--- config.mk ---
export PLATFORM = sky130hd
export DESIGN_NAME = keypad_decoder
export DESIGN_NICKNAME = d
export VERILOG_FILES = /design/src/rtl/keypad_pkg.sv /design/src/rtl/keypad_sync.sv /design/src/rtl/keypad_decoder.sv
export SDC_FILE = /design/constraint.sdc
export NUM_CORES = 1
export LEC_CHECK = 0
export ABC_CLOCK_PERIOD_IN_PS = 5100
export CORE_MARGIN = 2
export CORE_UTILIZATION = 58
export CTS_CLUSTER_SIZE = 8
export DETAILED_ROUTE_END_ITERATION = 12
export PLACE_DENSITY = 0.79
export SYNTH_ARGS = -nofsm -noshare
export SYNTH_HDL_FRONTEND = slang
export SYNTH_HIERARCHICAL = 1
export SYNTH_SLANG_ARGS = --single-unit
--- constraint.sdc ---
create_clock -name clk -period 5.1 [get_ports clk]
set_input_delay 0.51 -clock clk [delete_from_list [all_inputs] [get_ports clk]]
set_output_delay 0.51 -clock clk [all_outputs]
set_load 0.02 [all_outputs]
--- src/rtl/keypad_pkg.sv ---
// Purpose: shared types and constants for the keypad decoder (FSM states, keymap, index helper).
// Latency: n/a (package only).
// Backpressure: n/a (package only).
package keypad_pkg;

    typedef enum logic [1:0] {
        IDLE     = 2'd0,
        PRESS_DB = 2'd1,
        HELD     = 2'd2
    } kp_state_e;

    // KEYMAP[row][col]: rows top to bottom, columns left to right. '*' decodes to E, '#' to F.
    localparam logic [3:0] KEYMAP [4][4] = '{
        '{4'h1, 4'h2, 4'h3, 4'hA},
        '{4'h4, 4'h5, 4'h6, 4'hB},
        '{4'h7, 4'h8, 4'h9, 4'hC},
        '{4'hE, 4'h0, 4'hF, 4'hD}
    };

    // Index of the set bit of a one-hot nibble. The caller guarantees one-hot input.
    function automatic logic [1:0] oh_to_idx(input logic [3:0] oh);
        oh_to_idx = 2'd0;
        for (int i = 0; i < 4; i++) begin
            if (oh[i]) oh_to_idx = 2'(i);
        end
    endfunction

endpackage

--- src/rtl/keypad_sync.sv ---
// Purpose: N-stage flop synchroniser for an asynchronous bus, reset to a preset value.
// Latency: STAGES cycles from d_i to q_o.
// Backpressure: none; samples every cycle.
// Ports: clk, rst_n (async active-low), d_i (async bus in), q_o (synchronised bus out).
module keypad_sync #(
    parameter int               WIDTH  = 4,
    parameter int               STAGES = 2,
    parameter logic [WIDTH-1:0] PRESET = '0
) (
    input  logic             clk,
    input  logic             rst_n,
    input  logic [WIDTH-1:0] d_i,
    output logic [WIDTH-1:0] q_o
);

    logic [WIDTH-1:0] stage_q [STAGES];

    always_ff @(posedge clk or negedge rst_n) begin
        if (!rst_n) begin
            for (int i = 0; i < STAGES; i++) stage_q[i] <= PRESET;
        end else begin
            stage_q[0] <= d_i;
            for (int i = 1; i < STAGES; i++) stage_q[i] <= stage_q[i-1];
        end
    end

    assign q_o = stage_q[STAGES-1];

endmodule

--- src/rtl/keypad_decoder.sv ---
// Purpose: align keypad rows with the column sweep, debounce one key, emit a hex key event.
// Latency: DEBOUNCE_COUNT candidate-column observations + 1 cycle, plus SYNC_STAGES from pins.
// Backpressure: none; key_valid is a single-cycle pulse that the consumer must take.
// Ports: clk, rst_n (async active-low), col (sweep drive), row (raw rows),
//        key_valid (press pulse), key_value (last accepted key), key_held (press active).
module keypad_decoder
    import keypad_pkg::*;
#(
    parameter int WIDTH          = 4,
    parameter int ROWS           = 4,
    parameter int SYNC_STAGES    = 2,
    parameter int DEBOUNCE_COUNT = 8,
    parameter int COL_ACTIVE_LOW = 0,
    parameter int ROW_ACTIVE_LOW = 1
) (
    input  logic             clk,
    input  logic             rst_n,
    input  logic [WIDTH-1:0] col,
    input  logic [ROWS-1:0]  row,
    output logic             key_valid,
    output logic [3:0]       key_value,
    output logic             key_held
);

    localparam int             CW       = $clog2(DEBOUNCE_COUNT + 1);
    localparam logic [CW-1:0]  CNT_MAX  = CW'(DEBOUNCE_COUNT);
    localparam logic [ROWS-1:0] ROW_IDLE = (ROW_ACTIVE_LOW != 0) ? {ROWS{1'b1}} : {ROWS{1'b0}};

    // ---------------- alignment ----------------
    logic [WIDTH-1:0] col_norm;
    logic [WIDTH-1:0] col_pipe_q [SYNC_STAGES];
    logic [WIDTH-1:0] col_d;
    logic [ROWS-1:0]  row_s;
    logic [ROWS-1:0]  row_act;

    assign col_norm = (COL_ACTIVE_LOW != 0) ? ~col : col;

    // Column copy delayed by the same depth as the row synchroniser so each
    // synchronised row sample is paired with the column that produced it.
    always_ff @(posedge clk or negedge rst_n) begin
        if (!rst_n) begin
            for (int i = 0; i < SYNC_STAGES; i++) col_pipe_q[i] <= '0;
        end else begin
            col_pipe_q[0] <= col_norm;
            for (int i = 1; i < SYNC_STAGES; i++) col_pipe_q[i] <= col_pipe_q[i-1];
        end
    end

    assign col_d = col_pipe_q[SYNC_STAGES-1];

    keypad_sync #(
        .WIDTH  (ROWS),
        .STAGES (SYNC_STAGES),
        .PRESET (ROW_IDLE)
    ) u_row_sync (
        .clk   (clk),
        .rst_n (rst_n),
        .d_i   (row),
        .q_o   (row_s)
    );

    assign row_act = (ROW_ACTIVE_LOW != 0) ? ~row_s : row_s;

    // ---------------- observation decode ----------------
    logic obs_valid, row_hit, any_row, hit, cand_obs, same_hit;
    logic [3:0] hit_key;

    kp_state_e         state_q, state_d;
    logic [CW-1:0]     cnt_q, cnt_d, cnt_inc;
    logic [WIDTH-1:0]  cand_col_q, cand_col_d;
    logic [ROWS-1:0]   cand_row_q, cand_row_d;
    logic [3:0]        cand_key_q, cand_key_d;
    logic              key_valid_q, key_valid_d;
    logic [3:0]        key_value_q, key_value_d;
    logic              key_held_q, key_held_d;
    logic              accept;

    assign obs_valid = $onehot(col_d);
    assign row_hit   = $onehot(row_act);
    assign any_row   = |row_act;
    assign hit       = obs_valid && row_hit;
    assign cand_obs  = obs_valid && (col_d == cand_col_q);
    assign same_hit  = row_hit && (row_act == cand_row_q);
    assign hit_key   = KEYMAP[oh_to_idx(4'(row_act))][oh_to_idx(4'(col_d))];
    assign cnt_inc   = (cnt_q == CNT_MAX) ? cnt_q : cnt_q + CW'(1);

    // ---------------- FSM: state register ----------------
    always_ff @(posedge clk or negedge rst_n) begin
        if (!rst_n) state_q <= IDLE;
        else        state_q <= state_d;
    end

    // ---------------- FSM: next state ----------------
    always_comb begin
        state_d = state_q;
        case (state_q)
            IDLE: begin
                if (hit) state_d = (DEBOUNCE_COUNT == 1) ? HELD : PRESS_DB;
            end
            PRESS_DB: begin
                // Only the candidate column is judged; other columns carry no news about this key.
                if (cand_obs) begin
                    if (same_hit) begin
                        if (cnt_inc == CNT_MAX) state_d = HELD;
                    end else begin
                        state_d = IDLE;
                    end
                end
            end
            HELD: begin
                if (cand_obs && !any_row && (cnt_inc == CNT_MAX)) state_d = IDLE;
            end
            default: state_d = IDLE;
        endcase
    end

    // ---------------- FSM: outputs ----------------
    always_comb begin
        accept      = (state_q != HELD) && (state_d == HELD);
        key_valid_d = accept;
        key_held_d  = (state_d == HELD);
        key_value_d = key_value_q;
        // A single-count debounce accepts straight from IDLE, before the candidate is latched.
        if (accept) key_value_d = (state_q == IDLE) ? hit_key : cand_key_q;
    end

    // ---------------- counter and candidate ----------------
    always_comb begin
        cnt_d      = cnt_q;
        cand_col_d = cand_col_q;
        cand_row_d = cand_row_q;
        cand_key_d = cand_key_q;
        if ((state_q == IDLE) && hit) begin
            cand_col_d = col_d;
            cand_row_d = row_act;
            cand_key_d = hit_key;
        end
        if (state_d != state_q) begin
            // The entering hit already counts as the first match of a press.
            cnt_d = (state_d == PRESS_DB) ? CW'(1) : '0;
        end else if (cand_obs) begin
            case (state_q)
                PRESS_DB: if (same_hit) cnt_d = cnt_inc;
                HELD: begin
                    // Other rows in the candidate column without the held row neither
                    // advance nor restart the release count.
                    if (!any_row)                      cnt_d = cnt_inc;
                    else if (|(row_act & cand_row_q))  cnt_d = '0;
                end
                default: cnt_d = cnt_q;
            endcase
        end
    end

    always_ff @(posedge clk or negedge rst_n) begin
        if (!rst_n) begin
            cnt_q       <= '0;
            cand_col_q  <= '0;
            cand_row_q  <= '0;
            cand_key_q  <= '0;
            key_valid_q <= 1'b0;
            key_value_q <= '0;
            key_held_q  <= 1'b0;
        end else begin
            cnt_q       <= cnt_d;
            cand_col_q  <= cand_col_d;
            cand_row_q  <= cand_row_d;
            cand_key_q  <= cand_key_d;
            key_valid_q <= key_valid_d;
            key_value_q <= key_value_d;
            key_held_q  <= key_held_d;
        end
    end

    assign key_valid = key_valid_q;
    assign key_value = key_value_q;
    assign key_held  = key_held_q;

endmodule

==> results.sh <==
export IMPL_synth_seq_cells=40
export IMPL_hold_slack_ns=0.248
export IMPL_cts_tree="built"
export IMPL_core_um2=3420
export IMPL_io_buffers=15
export IMPL_synthToLayoutAreaGrowth_pct=8.09
export IMPL_synth_nets=231
export IMPL_endpoint_kind="flip-flop"
export IMPL_multi_input_area_um2=948
export IMPL_grt_ovfl_total=0
export IMPL_drtIter0Drc=84
export IMPL_slew_headroom_pct=44.3
export IMPL_synth_cells=204
export IMPL_synth_edf_count=0
export IMPL_grt_pass1_wl_um=7120
export IMPL_cts_buffers=5
export IMPL_ir_drop_mv=0.192
export IMPL_cts_sinks=40
export IMPL_p_leak_nw=1.04
export IMPL_r2r_start="col_d[3]$_DFF_PN0_"
export IMPL_drv_cap=0
export IMPL_grt_usage_pct=22.8
export IMPL_synth_top_area_cell="dfrtp_1"
export IMPL_dr_pass1_iters=4
export IMPL_cp_required_ns=5.34
export IMPL_worst_slew_pin_slew_ns=0.836
export IMPL_row_count=21
export IMPL_clk_latency_ns=0.35
export IMPL_post_cts_buffers=0
export IMPL_via_count=1467
export IMPL_diodes=0
export IMPL_finalCritPeriodShare_pct=82.8
export IMPL_p_per_area_nw_per_um2=358
export IMPL_synth_area_per_cell_um2=10.4
export IMPL_arrival_ns=4.46
export IMPL_stdcell_area_um2=2290
export IMPL_synthArstFlopShare_pct=100
export IMPL_final_nets=239
export IMPL_via_per_inst=5.66
export IMPL_fillers=276
export IMPL_ys_warn_count=6
export IMPL_ant_nets=0
export IMPL_cts_root_buf="clkbuf_4"
export IMPL_rrSetupSlack_ns=0.88
export IMPL_ys_flop_type="dfrtp_1"
export IMPL_cts_buffer_depth=2
export IMPL_drive_gt1_share_pct=15.0
export IMPL_rsz0062_at_grt="false"
export IMPL_fmax_mhz=237
export IMPL_routed_wl_um=3940
export IMPL_antenna_found_initial=0
export IMPL_drc=0
export IMPL_r2r_end="key_value[2]$_DFFE_PN0P_"
export IMPL_slew_viol_final=0
export IMPL_fin_crit_ns=4.22
export IMPL_fin_worst_skew_ns=0.00999
export IMPL_path_class="reg -> reg"
export IMPL_crit_path_start_kind="flip-flop"
export IMPL_min_path_type="in -> async"
export IMPL_ioPinCount=16
export IMPL_setup_violations=0
export IMPL_seqCellArea_um2=1010
export IMPL_placed_area_um2=2240
export IMPL_die_w_um=64.5
export IMPL_critPathCapture="key_value[2]$_DFFE_PN0P_"
export IMPL_synth_seq_area_share_pct=47.7
export IMPL_hold_viol=0
export IMPL_crit_fanout=9
export IMPL_rr_worst_depth=12
export IMPL_htreeDepth=2
export IMPL_synth_top_area_share_pct=37.8
export IMPL_finalPower_mw=0.819
export IMPL_clkTransAtPathRegs_ns=0.12
export IMPL_grt_max_degree=41
export IMPL_start_util_pct=62.1
export IMPL_fp_dieH_um=64.5
export IMPL_grt_pass1_vias=1600
export IMPL_cts_hold_fix_buffers=0
export IMPL_design_die_area_um2=4150
export IMPL_place_congestion=0.855
export IMPL_fin_tns_setup_ns=0
export IMPL_post_drt_wl_per_cell_um=15.2
export IMPL_ys_top_cells_by_area="dfrtp_1 38%, dfstp_2 9.9%, ha_1 8.9%, mux2_2 4.8%, o21ai_0 3.5%"
export IMPL_synth_cell_area_um2=2120
export IMPL_status="finished clean"
export IMPL_cp_startpoint="col_d[3]$_DFF_PN0_"
export IMPL_synth_cell_types=41
export IMPL_dp_hpwl_um=2910
export IMPL_cts_resized_gates=0
synthesized netlist by cell type (2+ instances only):
| cell | count |
|---|---|
| ha_1 | 15 |
| a31oi_1 | 5 |
| fa_1 | 2 |
| nor3b_1 | 3 |
| nand2_1 | 18 |
| dfstp_2 | 8 |
| buf_4 | 4 |
| nor4_1 | 2 |
| nand3_1 | 3 |
| o21ai_0 | 15 |
| clkbuf_1 | 7 |
| xnor2_1 | 8 |
| mux2_2 | 9 |
| dfrtp_1 | 32 |
| nand4_1 | 3 |
| buf_6 | 2 |
| a211oi_1 | 4 |
| nor2b_1 | 2 |
| o22ai_1 | 2 |
| inv_1 | 19 |
| nor2_1 | 11 |
| buf_2 | 2 |
| a21oi_1 | 9 |
| or2_2 | 2 |
how the worst min path moves through the flow:
stage | startpoint | endpoint | slack (ns) | depth (start not counted)
2_1_floorplan | rst_n | cand_col_q[0]$_DFFE_PN0P_ | 0.21 | 0
3_3_place_gp | col_pipe_q[4]$_DFF_PN0_ | col_d[0]$_DFF_PN0_ | 0.33 | 0
3_5_place_dp | col_pipe_q[7]$_DFF_PN0_ | col_d[3]$_DFF_PN0_ | 0.34 | 0
4_1_cts | rst_n | col_pipe_q[6]$_DFF_PN0_ | 0.27 | 1
5_1_grt | rst_n | col_pipe_q[4]$_DFF_PN0_ | 0.31 | 1
6_report | rst_n | col_pipe_q[6]$_DFF_PN0_ | 0.25 | 1
critical path, stage by stage (launching register included):
cell and delay, ns:
dfrtp_1 0.55, inv_1 0.15, fa_1 0.51, inv_1 0.04
ha_1 0.17, ha_1 0.28, nor3b_1 0.36, and4_1 0.32
nand4_1 0.16, and2_0 0.19, or4_1 0.69, nor3_4 0.32
mux2_2 0.37
metal layers:
metal	part of all wire (%)	wire (µm)	global-route usage (%)	vias to the layer above
met2	51	2010	38.9	33
met5	0	0	0	-
met4	2.2	88	10.4	0
met1	43	1700	26.9	721
met3	3.7	146	6.08	7
li1	-	-	-	706
cell usage in the layout, fill, tap and decap left out, types with 2 or more instances in the layout:
cell type / instances
dfrtp_1: 32
inv_1: 19
nand2_1: 18
o21ai_0: 15
ha_1: 15
clkdlybuf4s50_1: 14
nor2_1: 11
a21oi_1: 9
mux2_2: 9
xnor2_1: 8
dfstp_2: 8
a31oi_1: 5
clkbuf_4: 5
a211oi_1: 4
nor3b_1: 3
nand3_1: 3
nand4_1: 3
nor2b_1: 2
nor4_1: 2
or2_2: 2
o22ai_1: 2
fa_1: 2
clkbuf_1: 2
sequential cells by signal (all words and copies together), names as in the netlist:
| signal | cells |
|---|---|
| key_valid | 1 |
| col_d | 4 |
| u_row_sync/q_o | 4 |
| cnt_q | 4 |
| state_q | 2 |
| u_row_sync/stage_q | 4 |
| key_value | 4 |
| key_held | 1 |
| cand_key_q | 4 |
| cand_col_q | 4 |
| col_pipe_q | 4 |
| cand_row_q | 4 |
report_power, final:
part | total [mW] | internal, mW | switching [mW]
Clock | 0.153 | 0.0538 | 0.0995
Combinational | 0.240 | 0.113 | 0.128
Sequential | 0.425 | 0.379 | 0.0467
Total | 0.819 | 0.545 | 0.274
cell type report:
type | instances | area share, %
Clock buffer | 7 | 1.97
Tap cell | 46 | 2.51
Sequential cell | 40 | 44.1
Clock inverter | 1 | 0.218
Multi-Input combinational cell | 130 | 41.4
Timing Repair Buffer | 16 | 6.66
Inverter | 19 | 3.11
through the flow:
step	utilization [%]	std cells	setup slack, ns
2_1_floorplan	-	204	1.48
3_3_place_gp	65.6	251	1.25
3_5_place_dp	65.6	251	0.980
4_1_cts	67.1	259	0.926
5_1_grt	67.1	259	0.670
6_report	67.1	259	0.878
cell families (layout without fill, tap and decap cells):
group                    count (synthesis)  after routing  synth area share [%]
AO/OA/AOI/OAI                           43             43                  12.6
XOR/XNOR                                 9              9                  3.72
adder cells (fa/ha/maj)                 17             17                  10.7
buffers and inverters                   34             43                  7.56
flip-flops                              40             40                  47.7
multiplexers                             9              9                  4.78
AND/OR/NAND/NOR                         52             52                  12.9
Note: power is estimated with default switching activity, not from simulation.
